`src/rtl/uart_cmd_frame_decoder.sv`:
```
// Frames 14-byte host->FPGA UART command packets, checks header/CRC-8/footer and
// presents the decoded fields with a one-cycle strobe; bad frames raise pkt_err.
module uart_cmd_frame_decoder #(
  parameter logic [7:0]  HEADER      = 8'h55,
  parameter logic [7:0]  FOOTER      = 8'hAA,
  parameter logic [7:0]  CRC_POLY    = 8'h07,
  parameter int unsigned TIMEOUT_CYC = 50_000
) (
  input  logic        sys_clk,
  input  logic        sys_rst_n,
  input  logic [7:0]  rx_data,
  input  logic        rx_valid,
  output logic        pkt_valid,
  output logic        pkt_err,
  output logic [1:0]  err_code,
  output logic [7:0]  reg_func,
  output logic [7:0]  pwm_ch,
  output logic [7:0]  ctrl_sta,
  output logic [7:0]  duty_num,
  output logic [15:0] pulse_dessert,
  output logic [7:0]  pulse_num,
  output logic [31:0] pattern,
  output logic        busy
);

  localparam int unsigned PAYLOAD_LEN = 11;
  localparam int unsigned CNT_W       = 4;
  localparam int unsigned TMO_W       = $clog2(TIMEOUT_CYC + 1);

  typedef enum logic [1:0] {S_IDLE, S_PAYLOAD, S_CRC, S_FOOTER} state_t;

  state_t           state, state_d;
  logic [CNT_W-1:0] byte_cnt, byte_cnt_d;
  logic [7:0]       crc, crc_d;
  logic             crc_ok, crc_ok_d;
  logic [TMO_W-1:0] tmo_cnt;
  logic [7:0]       shadow [PAYLOAD_LEN];
  logic             shadow_we;
  logic             load_fields;
  logic             tmo_fire;
  logic             pkt_valid_d, pkt_err_d;
  logic [1:0]       err_code_d;

  // One CRC-8 byte step, MSB first
  function automatic logic [7:0] crc8_next(input logic [7:0] c, input logic [7:0] d);
    logic [7:0] r;
    r = c ^ d;
    for (int i = 0; i < 8; i++) begin
      r = r[7] ? ((r << 1) ^ CRC_POLY) : (r << 1);
    end
    return r;
  endfunction

  always_comb begin
    state_d     = state;
    byte_cnt_d  = byte_cnt;
    crc_d       = crc;
    crc_ok_d    = crc_ok;
    shadow_we   = 1'b0;
    load_fields = 1'b0;
    pkt_valid_d = 1'b0;
    pkt_err_d   = 1'b0;
    err_code_d  = err_code;
    // Any byte arriving this cycle (footer included) takes precedence over the timeout
    tmo_fire    = (state != S_IDLE) && !rx_valid && (tmo_cnt == TMO_W'(TIMEOUT_CYC - 1));

    case (state)
      S_IDLE: begin
        if (rx_valid && rx_data == HEADER) begin
          state_d    = S_PAYLOAD;
          byte_cnt_d = '0;
          crc_d      = crc8_next(8'h00, HEADER);
        end
      end
      S_PAYLOAD: begin
        if (rx_valid) begin
          shadow_we  = 1'b1;
          crc_d      = crc8_next(crc, rx_data);
          byte_cnt_d = CNT_W'(byte_cnt + 1'b1);
          if (byte_cnt == CNT_W'(PAYLOAD_LEN - 1)) state_d = S_CRC;
        end
      end
      S_CRC: begin
        if (rx_valid) begin
          crc_ok_d = (rx_data == crc);
          state_d  = S_FOOTER;
        end
      end
      S_FOOTER: begin
        if (rx_valid) begin
          state_d = S_IDLE;
          if (rx_data != FOOTER) begin
            pkt_err_d  = 1'b1;
            err_code_d = 2'b10;
          end else if (!crc_ok) begin
            pkt_err_d  = 1'b1;
            err_code_d = 2'b01;
          end else begin
            load_fields = 1'b1;
            pkt_valid_d = 1'b1;
          end
        end
      end
      default: state_d = S_IDLE;
    endcase

    if (tmo_fire) begin
      state_d    = S_IDLE;
      pkt_err_d  = 1'b1;
      err_code_d = 2'b11;
    end
  end

  always_ff @(posedge sys_clk or negedge sys_rst_n) begin
    if (!sys_rst_n) begin
      state         <= S_IDLE;
      byte_cnt      <= '0;
      crc           <= '0;
      crc_ok        <= 1'b0;
      tmo_cnt       <= '0;
      busy          <= 1'b0;
      pkt_valid     <= 1'b0;
      pkt_err       <= 1'b0;
      err_code      <= '0;
      reg_func      <= '0;
      pwm_ch        <= '0;
      ctrl_sta      <= '0;
      duty_num      <= '0;
      pulse_dessert <= '0;
      pulse_num     <= '0;
      pattern       <= '0;
      for (int i = 0; i < PAYLOAD_LEN; i++) shadow[i] <= '0;
    end else begin
      state     <= state_d;
      byte_cnt  <= byte_cnt_d;
      crc       <= crc_d;
      crc_ok    <= crc_ok_d;
      busy      <= (state_d != S_IDLE);
      pkt_valid <= pkt_valid_d;
      pkt_err   <= pkt_err_d;
      err_code  <= err_code_d;
      tmo_cnt   <= (state == S_IDLE || rx_valid) ? '0 : TMO_W'(tmo_cnt + 1'b1);
      if (shadow_we) shadow[byte_cnt] <= rx_data;
      // Fields only ever change on a fully validated frame
      if (load_fields) begin
        reg_func      <= shadow[0];
        pwm_ch        <= shadow[1];
        ctrl_sta      <= shadow[2];
        duty_num      <= shadow[3];
        pulse_dessert <= {shadow[4], shadow[5]};
        pulse_num     <= shadow[6];
        pattern       <= {shadow[7], shadow[8], shadow[9], shadow[10]};
      end
    end
  end

endmodule

```
`config.mk`:
```
export PLATFORM = sky130hd
export DESIGN_NAME = uart_cmd_frame_decoder
export DESIGN_NICKNAME = d
export VERILOG_FILES = /design/src/rtl/uart_cmd_frame_decoder.sv
export SDC_FILE = /design/constraint.sdc
export NUM_CORES = 1
export LEC_CHECK = 0
export CAP_MARGIN = 20
export CELL_PAD_IN_SITES_DETAIL_PLACEMENT = 0
export CELL_PAD_IN_SITES_GLOBAL_PLACEMENT = 1
export CORE_MARGIN = 8
export CORE_UTILIZATION = 46
export DETAILED_ROUTE_END_ITERATION = 7
export PLACE_DENSITY = 0.9
export SYNTH_ARGS = -nofsm -noshare
export SYNTH_HDL_FRONTEND = slang
export SYNTH_SLANG_ARGS = --single-unit
```
`constraint.sdc`:
```
create_clock -name sys_clk -period 2.5 [get_ports sys_clk]
set_clock_uncertainty 0.2 [all_clocks]
set_input_delay 0.25 -clock sys_clk [delete_from_list [all_inputs] [get_ports sys_clk]]
set_output_delay 0.25 -clock sys_clk [all_outputs]
set_load 0.005 [all_outputs]
```
### Word-level counts from Yosys, hierarchy flattened

Index checks and enable logic that the tools add are counted.

| cells by class | value |
|---|---|
| add/sub/neg operators | 2 |
| multiply operators | 0 |
| div/mod/pow operators | 0 |
| magnitude comparators | 2 |
| equal/unequal tests | 11 |
| shift operators | 0 |
| multiplexer cells | 41 |
| bitwise operators | 10 |
| reductions and logical operators | 15 |

Operators by type and width:

| operator | number |
|---|---|
| $bwmux 88 | 1 |
| $demux 8 s4 | 1 |
| $mux 3 | 8 |
| $mux 8 | 3 |
| $not 3->3 | 8 |
| $mux 2 | 11 |
| $add 16x1->16 const B | 1 |
| $eq 16x16->1 const B | 1 |
| $mux 16 | 1 |
| $pmux 8 s2 | 1 |
| $mux 1 | 11 |
| $reduce_bool 2->1 | 5 |
| $eq 8x7->1 const B | 1 |
| $eq 8x8->1 | 1 |
| $mux 4 | 2 |
| $ne 8x8->1 const B | 1 |
| $pmux 2 s4 | 1 |
| $pmux 4 s2 | 1 |
| $xor 8x8->8 | 1 |
| $reduce_and 3->1 | 2 |
| $ge 5x5->1 const B | 1 |
| $lt 5x1->1 const B | 1 |
| $not 4->5 | 1 |
| $add 4x1->4 const B | 1 |
| other kinds (10) | 15 |

| word-level totals | value |
|---|---|
| register bits after elaboration | 212 |
| latch bits | 0 |
| RAM bits | 0 |
| bits in read-only memories | 0 |
| input bits | 11 |
| output and inout port bits | 93 |
| logic and storage cells | 108 |
| memories kept | 0 |

### Longest topological paths before layout

Gate-level depths: netlist (run 1).

| logic depth | value |
|---|---|
| word-level depth | 19 |
| mapped depth | 7 |
| mapped depth without buffers | 6 |

### Worst setup path before layout (run 1)

Ideal clock, no wire load.

| path | value |
|---|---|
| kind | register to register |
| from | register state[1] |
| to | register shadow[10] (netlist name) |
| setup time | 128 ps |
| arrival time | 1618 ps |
| required time | 2172 ps |
| path slack | 555 ps |
| stages on the path, launching flop included | 7 |
| path buffers | 2 |
| clock period less this slack | 1945 ps |
| cell sequence | dfrtp_1 -> buf_2 -> nand3b_4 -> clkbuf_1 -> nor3b_2 -> nand2_2 -> mux2_1 |

| on the way | value |
|---|---|
| longest elaborated chain between the ends | 2 |

Ends and longest elaborated chain:

| what | RTL line | source |
|---|---|---|
| start: declaration | 32 | `state_t state, state_d;` |
| start signal: assignment | 134 | `state <= state_d;` |
| $eq 2x1->1 | 67 | `case (state)` |
| $mux 1 | 67 |  |
| end signal: indexed assignment | 143 | `if (shadow_we) shadow[byte_cnt] <= rx_data;` |
| end: declaration | 37 | `logic [7:0] shadow [PAYLOAD_LEN];` |

No other way between the ends.
A chain may end at the register's enable or synchronous reset.

### Worst setup path after layout (run 1)

| path | value |
|---|---|
| from | register state[1] |
| to | register shadow[79] (netlist name) |

The elaborated chain is that of the path after synthesis.

==> results.toml, run 1 <==
[status]
status = "finished clean"

[global_route]
grt_max_degree = 71
grt_overflow = 0
grt_pass1_wl_mm = 30.8
antenna_found_initial = 0
grt_use_total_pct = 16.0
grt_pass1_vias = 5580

[synthesis]
synth_area_um2 = 8650
synth_compound_area_share_pct = 2.43
ys.flop_type = "dfrtp_1"
synth-async-reset-ratio_pct = 100
ys_types = 51
syn_nets = 607
synthSimpleGateAreaFrac_pct = 6.69
ys_ff_latch = 212
synthAdderAreaFrac_pct = 1.16
yosysSeqAreaShare_pct = 61.3
synth_top_area_cell = "dfrtp_1"
netlist_top_cells_area = "dfrtp_1 61%, mux2_1 17%, mux2_2 5.9%"
synth_top_area_share_pct = 61.3
synth_xor_area_share_pct = 3.76
synth_top_family_by_area = "multiplexers"
avgSynthCellArea_um2 = 14.7
synth-edff-count = 0
muxShareOfSynthArea_pct = 23.1
netlist_instances = 588
synth_warnings = 0

[critical_path]
cp_num_buf_inv = 1
crit_path_end_kind = "flip-flop"
worstPathArrival_ns = 2.21
critPathMaxStageDelay_ns = 0.46
cp_slowest_cell = "dfrtp_1"
cp_top_family = "simple AND/OR/NAND/NOR gates"
start_kind = "flip-flop"
crit_fanout = 9
cp_cell_sequence = "nand3b_4, nor3_1, buf_4, nand2_1, mux2_1"
worstSetupPathType = "reg2reg"
required_ns = 2.67

[cells_and_area]
diodes = 0
utilization_pct = 58.9
final_area_um2 = 10900
layout.nets = 742
area_growth_syn_to_layout_pct = 26.5
drive_gt1_share_pct = 16.4
nFillCells = 1416
layout.cells.non_filler = 973

[clock_tree]
ctsResizeCount = 0
postCtsSetupBuffers = 0
clk_latency_ns = 0.49
htree_levels = 1
cts_tree = "done"
clockBufferDepth = 3
cts_root_buf = "clkbuf_16"
numClockSinks = 212
cts_hold_buf = 1
numCtsBuffers = 23
clkTransAtPathRegs_ns = 0.06

[timing]
finalHoldViolCount = 0
rsz0062_at_grt = "false"
finalCritPeriodShare_pct = 81.6
slew_viol_final = 0
finalSetupViolations = 0
tightest_slew_ns = 0.502
holdWs_ns = 0.0275
tns_ns = 0
slew_headroom_pct = 66.2
period_needed_ns = 2.04
fmax_ghz = 0.490

[drt]
vias = 5186
drt_iter0_drc = 278
wl_per_cell_um = 19.1
viasPerCell = 5.33
wl_mm = 18.6
antenna_left = 0
drc = 0
drt-pass1-iter-count = 4

[placement]
dpl_cell_area_um2 = 10100
port_buffers = 103
routabilityCongestion = 0.799
hpwl_mm = 13.0
placed_cells = 931

[floorplan]
die-area_um2 = 23500
coreArea_um2 = 18600
fp-row-count = 50
die_w_um = 153
io_pins = 104
die_height_um = 153
initial_utilization_pct = 46.6

[pwr]
p_leak_nw = 5.45
power.density_nw_per_um2 = 813
ir_drop_mv = 0.578

[run]
maxCapViolCount = 0

[min_path]
hold_class = "in2async"
-- per-stage QoR --
step	setup slack (ns)	power [mW]
6_report	0.459	8.90
5_1_grt	0.334	9.30
4_1_cts	0.457	8.98
3_5_place_dp	0.115	5.48
3_3_place_gp	0.149	5.38
2_1_floorplan	0.555	5.01
-- metal layers --
| metal | global-route usage, % | part of all wire [%] |
|---|---|---|
| met5 | 0 | 0 |
| met4 | 3.35 | 1.2 |
| met3 | 3.61 | 6.0 |
| met2 | 25.9 | 47 |
| met1 | 21.7 | 45 |
-- sequential cells by signal, indices dropped and copies added (netlist names), 8 cells and up --
signal / flops
pulse_dessert: 16
pwm_ch: 8
reg_func: 8
tmo_cnt: 16
crc: 8
ctrl_sta: 8
pulse_num: 8
duty_num: 8
pattern: 32
shadow: 88
-- path summary, 6_finish.rpt --
path,startpoint,to,slack [ns],cells after the start
hold / removal,sys_rst_n,pulse_dessert[10]$_DFFE_PN0P_,0.03,2
setup / recovery,state[1]$_DFF_PN0_,shadow[79]$_DFFE_PN0P_,0.46,5
max in group asynchronous,sys_rst_n,pattern[17]$_DFFE_PN0P_,1.25,3
setup reg to reg,state[1]$_DFF_PN0_,shadow[79]$_DFFE_PN0P_,0.46,5
hold reg to reg,shadow[35]$_DFFE_PN0P_,pulse_num[3]$_DFFE_PN0P_,0.28,1
min in group sys_clk,shadow[35]$_DFFE_PN0P_,pulse_num[3]$_DFFE_PN0P_,0.28,1
-- final cells by class --
cell class              count  area, um^2  share of cell area [%]
repair buffers            131        1300                    11.9
inverters                   9        33.8                   0.309
well taps                 234         293                    2.67
clock inverters             8         129                    1.18
multi-input cells         346        3220                    29.5
clock buffers              33         663                    6.06
flip-flops and latches    212        5310                    48.5
-- cell usage in the layout (no fill, tap or decap), types with 7 or more instances in the layout --
master / n
dfrtp_1: 212
mux2_1: 131
clkdlybuf4s50_1: 102
mux2_2: 45
clkbuf_16: 23
buf_4: 23
nand2_1: 22
nor2_1: 16
xnor2_1: 15
o21ai_0: 10
a21oi_1: 9
nand3_1: 9
inv_1: 8
ha_1: 8
xor2_1: 7
-- kinds of logic (layout without fill, tap and decap cells) --
family,Yosys count,in the layout
flip-flops,212,212
multiplexers,178,178
AND/OR/NAND/NOR,99,99
AO/OA/AOI/OAI,33,33
buffers and inverters,30,181
XOR/XNOR,28,28
adder cells (fa/ha/maj),8,8
-- cell usage after synthesis (all sizes together) (8+ instances only) --
| cell | count |
|---|---|
| mux2 | 176 |
| buf | 10 |
| xnor2 | 16 |
| o21ai | 10 |
| ha | 8 |
| a21oi | 9 |
| inv | 9 |
| clkbuf | 11 |
| nor2 | 16 |
| nand3 | 10 |
| dfrtp | 212 |
| nand2 | 25 |
-- power breakdown --
group,internal [mW],leakage [nW],total (mW),switching [mW]
logic,0.697,2.14,1.29,0.594
clock network,2.16,0.390,3.47,1.31
registers,3.84,2.92,4.14,0.292
total,6.70,5.45,8.90,2.19
-- worst register-to-register path: stages (launching register included) --
cell	delay (ns)
dfrtp_1	0.46
nand3b_4	0.23
nor3_1	0.17
buf_4	0.16
nand2_1	0.27
mux2_1	0.43
No activity file was read; power rests on OpenSTA's default activity.
==> run 2: changes to the inputs <==
--- a/config.mk
+++ b/config.mk
@@ -9,9 +9,9 @@
 export CELL_PAD_IN_SITES_DETAIL_PLACEMENT = 0
 export CELL_PAD_IN_SITES_GLOBAL_PLACEMENT = 1
 export CORE_MARGIN = 8
-export CORE_UTILIZATION = 46
+export CORE_UTILIZATION = 42
 export DETAILED_ROUTE_END_ITERATION = 7
-export PLACE_DENSITY = 0.9
+export PLACE_DENSITY = 0.87
 export SYNTH_ARGS = -nofsm -noshare
 export SYNTH_HDL_FRONTEND = slang
 export SYNTH_SLANG_ARGS = --single-unit
==> constraint.sdc (replaced) <==
create_clock -name sys_clk -period 1.7 [get_ports sys_clk]
set_clock_uncertainty 0.2 [all_clocks]
set_input_delay 0.17 -clock sys_clk [delete_from_list [all_inputs] [get_ports sys_clk]]
set_output_delay 0.17 -clock sys_clk [all_outputs]
set_load 0.005 [all_outputs]
==> results.toml, run 2 (synthesized netlist as in run 1, its figures left out) <==
[pwr]
ir_drop_mv = 0.754
internal_power_mw = 10.6
pwr-share-comb_pct = 20.2
p_leak_nw = 6.82
p_switching_mw = 3.74
p_clk_share_pct = 36.7
power.density_nw_per_um2 = 1150
power_frac_seq_pct = 43.0
swShare_pct = 26.1

[clock_tree]
cts_tree = "done"
clk_latency_ns = 0.50
clockBufferDepth = 3
numCtsBuffers = 23
numClockSinks = 212
cts_root_buf = "clkbuf_16"
htree_levels = 1
clkTransAtPathRegs_ns = 0.06

[critical_path]
worstPathArrival_ns = 2.03
reg2regPathDepth = 5
rr_endpoint = "crc[1]$_DFFE_PN0P_"
crit_path_end_kind = "flip-flop"
required_ns = 1.89
rrSetupSlack_ns = -0.14
r2r_start = "crc[6]$_DFFE_PN0P_"
worstSetupPathType = "reg2reg"
start_kind = "flip-flop"
crit_fanout = 3

[cells_and_area]
drive_gt1_share_pct = 42.1
final_area_um2 = 12400
layout.nets = 808
final_cell_mix = "208 x dfrtp_1, 115 x mux2_4, 92 x dlygate4sd2_1"
top_regs = "shadow x88, pattern x32"
final_common_cell = "dfrtp_1"
area_growth_syn_to_layout_pct = 43.6
diodes = 0
utilization_pct = 61.4
nFillCells = 1447
largest_reg_flops = 88
top_register = "shadow"

[min_path]
hold_class = "in2async"

[drt]
vias = 5554
wl_mm = 22.8
drt-pass1-iter-count = 4
drt_iter0_drc = 295
viasPerCell = 5.17
wl_per_cell_um = 21.2
antenna_left = 0
drc = 0

[timing]
slew_viol_final = 0
tightest_slew_ns = 0.508
fmax_ghz = 0.543
period_needed_ns = 1.84
tns_ns = -8.64
slew_headroom_pct = 66.1
rsz0062_at_grt = "true"
finalHoldViolCount = 0
finalSetupViolations = 168
finalCritPeriodShare_pct = 108
holdWs_ns = 0.0155
setup_slack_ns = -0.140

[global_route]
antenna_found_initial = 0
grt_overflow = 0
grt_use_total_pct = 15.4
grt_pass1_vias = 5867
grt_pass1_wl_mm = 32.2
grt_max_degree = 55

[floorplan]
die_w_um = 160
fp-row-count = 52
die_height_um = 160
die-area_um2 = 25500
coreArea_um2 = 20200
initial_utilization_pct = 42.8
io_pins = 104

[placement]
port_buffers = 103
routabilityCongestion = 0.813
dpl_cell_area_um2 = 10600
dp_slack_ns = -0.509
hpwl_mm = 13.8

[run]
maxCapViolCount = 0

[status]
violations = "negative setup slack"
status = "complete, but fails checks"
-- run 2: cell types whose count changed in the layout (fill, tap and decap cells not counted), sizes merged --
cell and delta:
dlygate4sd2 +92, clkinvlp +1, buf +58, dlymetal6s2s +3, clkinv +4, bufinv +2, clkbuf +2, clkdlybuf4s50 -95
inv -1
-- run 2: how the worst max path moves through the flow --
stage	from	endpoint	slack, ns	cells past startpoint
6_report	crc[6]$_DFFE_PN0P_	crc[1]$_DFFE_PN0P_	-0.14	5
5_1_grt	crc[6]$_DFFE_PN0P_	crc[1]$_DFFE_PN0P_	-0.20	5
4_1_cts	state[0]$_DFF_PN0_	pulse_num[6]$_DFFE_PN0P_	-0.12	6
3_5_place_dp	rx_valid	crc[1]$_DFFE_PN0P_	-0.51	6
3_3_place_gp	rx_valid	crc[4]$_DFFE_PN0P_	-0.44	6
2_1_floorplan	state[1]$_DFF_PN0_	shadow[10]$_DFFE_PN0P_	-0.16	6
-- run 2: area by class of cell --
| class | count | area [um^2] | share of cell area, % |
|---|---|---|---|
| clock buffers | 27 | 601 | 4.83 |
| clock inverters | 14 | 201 | 1.62 |
| inverters | 9 | 33.8 | 0.272 |
| multi-input cells | 346 | 3950 | 31.8 |
| flip-flops and latches | 212 | 5310 | 42.7 |
| well taps | 270 | 338 | 2.72 |
| repair buffers | 197 | 1990 | 16.0 |
-- run 2: power groups by stage --
stage	clock, mW	sequential (mW)	combinational (mW)
finish	5.26	6.16	2.90
global placement	0	6.13	2.04
CTS	5.33	6.07	2.46
floorplan	0	6.01	1.42
global route	5.55	6.22	3.11
detailed placement	0	6.16	2.17
-- run 2: per-layer routing --
metal / part of all wire [%] / global-route usage, % / vias to the layer above
met5: 0 / 0 / -
met4: 1.6 / 3.82 / 0
met3: 4.8 / 2.95 / 27
met2: 50 / 27.4 / 122
met1: 43 / 19.0 / 2892
li1: - / - / 2513
-- run 2: worst max-delay path: stages (launching register included) --
cell	delay, ns
dfrtp_2	0.44
xnor2_2	0.19
buf_4	0.17
xnor3_1	0.33
and3_1	0.16
a211o_1	0.23
-- run 2: through the flow --
step / power [mW] / cells
floorplan: 7.43 / 588
global placement: 8.17 / 1002
detailed placement: 8.32 / 1002
CTS: 13.9 / 1053
global route: 14.9 / 1075
finish: 14.3 / 1075
-- run 2: repair_timing --
action / CTS / global route
hold buffers: 1 / 0
endpoints found under the setup margin: 268 / 194
hold endpoints to repair: 212 / 0
gates resized for setup: 138 / 143
pin swaps: 9 / 20
buffers inserted: 12 / 9
cloned: 0 / 14
==> run 3: changes to the inputs <==
--- a/config.mk
+++ b/config.mk
@@ -9,9 +9,9 @@
 export CELL_PAD_IN_SITES_DETAIL_PLACEMENT = 0
 export CELL_PAD_IN_SITES_GLOBAL_PLACEMENT = 1
 export CORE_MARGIN = 8
-export CORE_UTILIZATION = 42
+export CORE_UTILIZATION = 46
 export DETAILED_ROUTE_END_ITERATION = 7
-export PLACE_DENSITY = 0.87
+export PLACE_DENSITY = 0.9
 export SYNTH_ARGS = -nofsm -noshare
 export SYNTH_HDL_FRONTEND = slang
 export SYNTH_SLANG_ARGS = --single-unit
==> constraint.sdc (replaced) <==
create_clock -name sys_clk -period 1.85 [get_ports sys_clk]
set_clock_uncertainty 0.2 [all_clocks]
set_input_delay 0.185 -clock sys_clk [delete_from_list [all_inputs] [get_ports sys_clk]]
set_output_delay 0.185 -clock sys_clk [all_outputs]
set_load 0.005 [all_outputs]
==> results.toml, run 3 (synthesized netlist as in run 1, its figures left out) <==
[timing]
rsz0062_at_grt = "true"
tns_ns = 0
finalCritPeriodShare_pct = 99.6
finalHoldViolCount = 0
slew_headroom_pct = 70.5
tightest_slew_ns = 0.442
fmax_ghz = 0.543
slew_viol_final = 0
finalSetupViolations = 0
period_needed_ns = 1.84

[global_route]
grt.busiest_layer = "met2"
gr-usage-met1_pct = 21.5
grt_use_met2_pct = 28.4
grt_overflow = 0
met3_usage_pct = 4.34
grt_use_total_pct = 17.0
grt_pass1_vias = 5973
grt_pass1_wl_mm = 32.5
grt_max_degree = 56
antenna_found_initial = 0

[critical_path]
cp_slowest_cell = "dfrtp_1"
start_kind = "flip-flop"
worstPathArrival_ns = 2.02
required_ns = 2.03
worstSetupPathType = "reg2reg"
crit_path_end_kind = "flip-flop"
cp_cell_sequence = "nand3b_4, nor3b_4, nand2_2, mux2_1"
crit_fanout = 8
critPathMaxStageDelay_ns = 0.39

[drt]
viasPerCell = 5.32
wl_mm = 19.8
wl_per_cell_um = 19.6
drt_iter0_drc = 188
vias = 5385
drc = 0
drt-pass1-iter-count = 4
antenna_left = 0

[pwr]
power.total_mw = 12.5
power.density_nw_per_um2 = 1090
p_leak_nw = 5.82
ir_drop_mv = 0.743

[clock_tree]
clockBufferDepth = 3
clkTransAtPathRegs_ns = 0.06
clk_latency_ns = 0.51
cts_root_buf = "clkbuf_16"
cts_tree = "done"
numClockSinks = 212
numCtsBuffers = 23
htree_levels = 1

[floorplan]
die-area_um2 = 23500
die_w_um = 153
fp-row-count = 50
die_height_um = 153
initial_utilization_pct = 46.6
io_pins = 104
coreArea_um2 = 18600

[cells_and_area]
final_cell_mix = "211 x dfrtp_1, 129 x mux2_1, 96 x clkdlybuf4s50_1"
drive_gt1_share_pct = 21.9
final_common_cell = "dfrtp_1"
area_growth_syn_to_layout_pct = 31.8
utilization_pct = 61.4
layout.nets = 781
diodes = 0
top_register = "shadow"
largest_reg_flops = 88
top_regs = "shadow x88, pattern x32"

[min_path]
hold_class = "in2async"

[placement]
hpwl_mm = 14.1
routabilityCongestion = 0.825
port_buffers = 103

[run]
maxCapViolCount = 0

[status]
status = "finished clean"
## run 3: cell types whose count changed in the layout (fill, tap and decap cells not counted), moves of 5 or more
cell / delta
nand2_8: -6
buf_6: -7
buf_4: -6
mux2_4: -113
nand2_4: -5
clkbuf_16: -7
mux2_1: +113
nand2_2: +5
clkdlybuf4s50_1: +89
nand2_1: +6
dlygate4sd2_1: -92
## run 3: per-layer routing
metal  up-vias  share of wire [%]
li1       2431                  -
met1      2798                 43
met2       128                 49
met3        28                6.0
met4         0                1.9
met5         -                  0
## run 3: path summary, 6_finish.rpt
path	startpoint	to	cells past startpoint	slack (ns)
setup / recovery	state[1]$_DFF_PN0_	shadow[9]$_DFFE_PN0P_	4	0.008
hold / removal	sys_rst_n	pulse_dessert[4]$_DFFE_PN0P_	2	0.008
setup reg to reg	state[1]$_DFF_PN0_	shadow[9]$_DFFE_PN0P_	4	0.008
hold reg to reg	shadow[3]$_DFFE_PN0P_	pattern[3]$_DFFE_PN0P_	1	0.27
max in group asynchronous	sys_rst_n	shadow[6]$_DFFE_PN0P_	3	0.80
min in group sys_clk	shadow[3]$_DFFE_PN0P_	pattern[3]$_DFFE_PN0P_	1	0.27
## run 3: critical path: cells and delay by family (launching register included)
family           cells  cell delay [ns]
DFF                  1             0.39
muxes                1             0.36
and+or+nand+nor      3             0.76
## run 3: where the power goes
group / switching (mW) / internal [mW]
logic: 0.898 / 1.11
clock network: 1.80 / 3.06
registers: 0.429 / 5.20
total: 3.12 / 9.37
## run 3: what timing repair did
item	CTS	global route
endpoints found under the hold margin	212	0
resized for setup	0	17
endpoints found under the setup margin	0	51
hold buffers	1	0
buffers inserted	0	1
## run 3: cell type report
type                       instances  area (um^2)
fill                            1351         7170
sequential                       212         5310
multi-input combinational        346         3270
timing repair buffer             170         1680
clock buffer                      33          663
tap                              234          293
clock inverter                     8          155
inverter                           9         33.8
## run 3: through the flow
step	instance area (um^2)	setup WS [ns]	std cells	hold WS (ns)
CTS	11300	0.0106	1010	0.00532
global route	11400	-0.0160	1012	0.0338
finish	11400	0.00817	1012	0.00777
detailed placement	10500	-0.407	968	-0.0242
global placement	10500	-0.345	968	-0.0304
floorplan	8680	-0.0122	588	-0.311
